$ cat src/rtl/lsu_rmw_pkg.sv
// lsu_rmw_pkg: funct3 encodings, FSM states and big-endian lane helpers for the LSU.
package lsu_rmw_pkg;
  localparam logic [2:0] LSU_B  = 3'b000;
  localparam logic [2:0] LSU_H  = 3'b001;
  localparam logic [2:0] LSU_W  = 3'b010;
  localparam logic [2:0] LSU_BU = 3'b100;
  localparam logic [2:0] LSU_HU = 3'b101;
  typedef enum logic [1:0] {S_IDLE, S_RD, S_WR, S_RESP} state_e;
  localparam logic [4:0] LANE0_LSB = 5'd24;
  localparam logic [4:0] LANE1_LSB = 5'd16;
  localparam logic [4:0] LANE2_LSB = 5'd8;
  localparam logic [4:0] LANE3_LSB = 5'd0;
  function automatic logic [4:0] byte_lsb(input logic [1:0] off);
    return off == 2'd0 ? LANE0_LSB : off == 2'd1 ? LANE1_LSB : off == 2'd2 ? LANE2_LSB : LANE3_LSB;
  endfunction
  function automatic logic [4:0] half_lsb(input logic [1:0] off);
    return off[1] ? LANE3_LSB : LANE1_LSB;
  endfunction
  function automatic logic [2:0] access_size(input logic [2:0] f3);
    return f3 == LSU_W ? 3'd4 : f3[0] ? 3'd2 : 3'd1;
  endfunction
endpackage

$ cat src/rtl/lsu_lane_align.sv
// lsu_lane_align: extracts/extends a load lane and merges store data into a big-endian word.
module lsu_lane_align
  import lsu_rmw_pkg::*;
#(
  parameter int XLEN = 32
) (
  input  logic [XLEN-1:0] word_i,
  input  logic [1:0]      off_i,
  input  logic [2:0]      funct3_i,
  input  logic [XLEN-1:0] wdata_i,
  output logic [XLEN-1:0] load_o,
  output logic [XLEN-1:0] merged_o
);
  logic [4:0]  bs, hs;
  logic [7:0]  b;
  logic [15:0] h;
  always_comb begin
    bs = byte_lsb(off_i);
    hs = half_lsb(off_i);
    b  = 8'(word_i >> bs);
    h  = 16'(word_i >> hs);
    load_o = funct3_i == LSU_B  ? {{(XLEN-8){b[7]}}, b} :
             funct3_i == LSU_BU ? {{(XLEN-8){1'b0}}, b} :
             funct3_i == LSU_H  ? {{(XLEN-16){h[15]}}, h} :
             funct3_i == LSU_HU ? {{(XLEN-16){1'b0}}, h} :
             funct3_i == LSU_W  ? word_i : '0;
    merged_o = funct3_i[1:0] == 2'b00 ?
                 (word_i & ~({{(XLEN-8){1'b0}}, 8'hFF} << bs)) | ({{(XLEN-8){1'b0}}, wdata_i[7:0]} << bs) :
               funct3_i[1:0] == 2'b01 ?
                 (word_i & ~({{(XLEN-16){1'b0}}, 16'hFFFF} << hs)) | ({{(XLEN-16){1'b0}}, wdata_i[15:0]} << hs) :
                 wdata_i;
  end
endmodule

$ cat src/rtl/lsu_rmw.sv
// lsu_rmw: load/store initiator for a word-only RAM port; sub-word stores use read-modify-write.
module lsu_rmw
  import lsu_rmw_pkg::*;
#(
  parameter int XLEN      = 32,
  parameter int MEM_BYTES = 4096
) (
  input  logic            clk_i,
  input  logic            rst_i,
  input  logic            req_valid_i,
  output logic            req_ready_o,
  input  logic            req_we_i,
  input  logic [2:0]      req_funct3_i,
  input  logic [XLEN-1:0] req_addr_i,
  input  logic [XLEN-1:0] req_wdata_i,
  output logic            resp_valid_o,
  output logic [XLEN-1:0] resp_rdata_o,
  output logic            resp_err_o,
  output logic [XLEN-1:0] ram_addr_o,
  output logic [XLEN-1:0] ram_data_o,
  output logic            mem_we_o,
  input  logic [XLEN-1:0] ram_data_i
);
  state_e            state_q, state_d;
  logic [XLEN-1:0]   addr_q, addr_d, wdata_q, wdata_d, word_q, word_d, rdata_q, rdata_d;
  logic [2:0]        f3_q, f3_d;
  logic              we_q, we_d, err_q, err_d;
  logic [XLEN-1:0]   load_v, merged_v;
  logic              acc, f3_ok, bad;

  lsu_lane_align #(.XLEN(XLEN)) u_align (
    .word_i   (ram_data_i),
    .off_i    (addr_q[1:0]),
    .funct3_i (f3_q),
    .wdata_i  (wdata_q),
    .load_o   (load_v),
    .merged_o (merged_v)
  );

  always_comb begin
    acc   = req_valid_i && state_q == S_IDLE;
    f3_ok = req_funct3_i inside {LSU_B, LSU_H, LSU_W} || (!req_we_i && req_funct3_i inside {LSU_BU, LSU_HU});
    bad   = !f3_ok || (req_funct3_i[0] && req_addr_i[0]) || (req_funct3_i[1] && req_addr_i[1:0] != 2'b00) ||
            req_addr_i > XLEN'(MEM_BYTES) - XLEN'(access_size(req_funct3_i));
    state_d = state_q;
    addr_d  = addr_q;
    wdata_d = wdata_q;
    word_d  = word_q;
    rdata_d = rdata_q;
    f3_d    = f3_q;
    we_d    = we_q;
    err_d   = err_q;
    case (state_q)
      S_IDLE: if (acc) begin
        addr_d  = req_addr_i;
        wdata_d = req_wdata_i;
        word_d  = req_wdata_i;
        rdata_d = '0;
        f3_d    = req_funct3_i;
        we_d    = req_we_i;
        err_d   = bad;
        state_d = bad ? S_RESP : (req_we_i && req_funct3_i == LSU_W) ? S_WR : S_RD;
      end
      S_RD: begin
        word_d  = we_q ? merged_v : ram_data_i;
        rdata_d = we_q ? '0 : load_v;
        state_d = we_q ? S_WR : S_RESP;
      end
      S_WR:    state_d = S_RESP;
      default: state_d = S_IDLE;
    endcase
  end

  always_ff @(posedge clk_i) begin
    if (rst_i) begin
      state_q <= S_IDLE;
      addr_q  <= '0;
      wdata_q <= '0;
      word_q  <= '0;
      rdata_q <= '0;
      f3_q    <= '0;
      we_q    <= 1'b0;
      err_q   <= 1'b0;
    end else begin
      state_q <= state_d;
      addr_q  <= addr_d;
      wdata_q <= wdata_d;
      word_q  <= word_d;
      rdata_q <= rdata_d;
      f3_q    <= f3_d;
      we_q    <= we_d;
      err_q   <= err_d;
    end
  end

  // A reset sampled in WR must suppress the write in that same cycle.
  assign mem_we_o     = state_q == S_WR && !rst_i;
  assign req_ready_o  = state_q == S_IDLE;
  assign resp_valid_o = state_q == S_RESP;
  assign resp_rdata_o = resp_valid_o ? rdata_q : '0;
  assign resp_err_o   = resp_valid_o && err_q;
  assign ram_addr_o   = (state_q == S_RD || state_q == S_WR) ? {addr_q[XLEN-1:2], 2'b00} : '0;
  assign ram_data_o   = state_q == S_WR ? word_q : '0;
endmodule

$ cat config.mk
export PLATFORM = sky130hd
export DESIGN_NAME = lsu_rmw
export DESIGN_NICKNAME = d
export VERILOG_FILES = /design/src/rtl/lsu_rmw_pkg.sv /design/src/rtl/lsu_lane_align.sv /design/src/rtl/lsu_rmw.sv
export SDC_FILE = /design/constraint.sdc
export NUM_CORES = 1
export LEC_CHECK = 0
export BUFFER_PORTS_ARGS = -buffer_cell sky130_fd_sc_hd__buf_2
export CAP_MARGIN = 20
export CORE_AREA = 3 3 121 123
export CTS_CLUSTER_DIAMETER = 80
export DETAILED_ROUTE_END_ITERATION = 8
export DIE_AREA = 0 0 124 126
export PLACE_DENSITY = 0.79
export SLEW_MARGIN = 20
export SYNTH_ARGS = -nofsm -noshare
export SYNTH_HDL_FRONTEND = slang
export SYNTH_SLANG_ARGS = --single-unit
$ cat constraint.sdc
create_clock -name clk_i -period 6.9 [get_ports clk_i]
set_clock_uncertainty 0.1 [all_clocks]
set_input_delay 0.345 -clock clk_i [delete_from_list [all_inputs] [get_ports clk_i]]
set_output_delay 0.345 -clock clk_i [all_outputs]
set_load 0.03 [all_outputs]
==> flow_summary.toml <==
[sta]
finalSetupTns_ps = 0
fin_hold_ws_ps = 64.17
setup_violations = 0
hold_violations = 0
rsz0062_at_grt = "no"
min_period_over_period_pct = 40.03
worstMarginPinSlew_ps = 1007
setup_ws_ps = 4138
slew_violations = 0
min_period_ps = 2762
max_freq_ghz = 0.3621
slew_headroom_pct = 32.87

[power_and_ir_drop]
p_total_mw = 2.907
power.density_mw_per_mm2 = 320.2
power_leakage_nw = 3.834
peakVddDrop_v = 0.0001708

[critical_path]
critPathKind = "reg -> reg"
cp-end-kind = "register"
cp-start-kind = "register"
critical_path.max_fanout = 38
cp.arrival_ps = 2980
crit_required_ps = 7120

[layout]
final_cell_mix = "199 x buf_2, 195 x nand2_1, 151 x a21oi_1"
instances_no_fill = 1337
diodes = 0
layout_commonest_cell = "buf_2"
drive_gt1_share_pct = 22.73
syn_to_final_growth_pct = 21.42
fin_nets = 1261

[clocking]
clk_pin_slew_ps = 60
cts.sinks = 135
cts_made_buffers = 17
cts_root_buf = "clkbuf_16"
ctsHtreeMaxLevel = 4
clock_path_buffers = 2
cts_tree = "yes"
hold_buffers = 0
ctsResizeCount = 0
postCtsSetupBuffers = 0
insertion_delay_ps = 420

[logic_synthesis]
synth_area_per_cell_um2 = 7.536
syn_inst = 992
synth_seq_cells = 135
synth_top_area_share_pct = 36.15
synth_area_mm2 = 0.007476
synthDistinctLibCells = 65
yosysWarnings = 0
synth_edf_count = 0
yosys-top-cells-area = "dfxtp_1 36%, a21oi_1 10%, nand2_1 9.8%, and2_1 8.0%, o21ai_0 3.3%"
ys.flop_type = "dfxtp_1"
synth_largest_area_cell = "dfxtp_1"
synth_seq_area_share_pct = 36.15
synthArstFlopShare_pct = 0

[grt]
track_usage_pct = 29.47
grt_max_degree = 112
grt_first_pass_wirelength_mm = 36.29
grt_overflow = 0
antenna_found_initial = 1
grt_pass1_vias = 7106

[die]
core_mm2 = 0.01377
core.rowCount = 43
ios = 203
die_h_um = 126
start_util_pct = 54.28
die_w_um = 124
dieArea_mm2 = 0.01562

[placed_design]
place_inst = 1305
finalWeightedCongestion = 0.9336
post-place-ws_ps = 4041
port_buffers = 200
dp_hpwl_mm = 16.06

[detailed_routing]
viasPerCell = 5.836
firstDrtPassIters = 6
drc = 0
initialDrtViolationCount = 775
wl_per_cell_um = 17.44
wl_mm = 23.31
ant_nets = 0
vias = 7803

[worst_hold_path]
hold_class = "in -> reg"

[status]
outcome = "finished, final reports clean"

[job]
drv_cap = 0
[cell usage after synthesis (all sizes together) (4+ instances only)]
cell    count
a211oi     14
a21o       10
a21oi     154
a221o       6
a221oi     11
a22o        8
a22oi      17
and2       97
buf        25
clkbuf     58
dfxtp     135
ha         14
inv        20
mux2i      19
nand2     196
nand2b      5
nand3       4
nor2       47
nor2b       6
nor3        9
nor3b       4
nor4        9
o211ai      5
o21a       17
o21ai      52
o31ai      10
[power breakdown]
group | switching, mW | leakage, nW | internal [mW]
logic | 0.639 | 2.42 | 0.303
registers | 0.0813 | 1.11 | 0.912
clock network | 0.330 | 0.310 | 0.641
[per-layer routing]
layer | vias to the layer above | part of all wire, % | global-route usage [%]
li1 | 3735 | - | -
met1 | 3569 | 40 | 38.23
met2 | 439 | 46 | 46.48
met3 | 58 | 11 | 7.140
met4 | 2 | 3.3 | 12.82
met5 | - | 0.047 | 0
[final timing paths]
| kind | startpoint | endpoint | slack [ps] | depth (start not counted) |
|---|---|---|---|---|
| max | state_q[1] | word_q[20] | 4140 | 9 |
| min | req_addr_i[28] | addr_q[28] | 60 | 3 |
| max reg2reg | state_q[1] | word_q[20] | 4140 | 9 |
| min reg2reg | word_q[5] | word_q[5] | 350 | 2 |
[critical path: stages, from the launching register on]
cell and delay [ps]:
dfxtp_1 360, inv_1 110, ha_1 190, buf_4 260
inv_1 560, o21ai_1 150, buf_4 250, nor2_1 420
nand2_1 140, o31ai_1 110
[state kept, by name (all words and copies together), names as in the netlist]
register,cells
addr_q,32
rdata_q,32
wdata_q,32
word_q,32
f3_q,3
state_q,2
err_q,1
we_q,1
[cells by family after synthesis]
kind of cell    after synthesis  share of synthesized area, %
compound gates              330                         27.75
buf+inv                     103                         6.042
other cells                   1                       0.05016
flops                       135                         36.15
fa+ha+maj                    14                         2.343
mux                          22                         3.096
simple gates                387                         24.57
[cell type report]
cell class | count | area, um^2
inverters | 20 | 75.07
fillers | 1275 | 4696
clock inverters | 8 | 142.6
flip-flops and latches | 135 | 2703
multi-input cells | 760 | 4358
repair buffers | 210 | 1082
well taps | 180 | 225.2
clock buffers | 24 | 491.7
[through the flow]
stage | utilization [%] | cell area (um^2)
after floorplan | - | 7498
after global placement | 61.26 | 8437
after detailed placement | 61.26 | 8437
after CTS | 65.86 | 9071
after global routing | 65.91 | 9077
final | 65.91 | 9077
No activity file was read; power rests on OpenSTA's default activity.
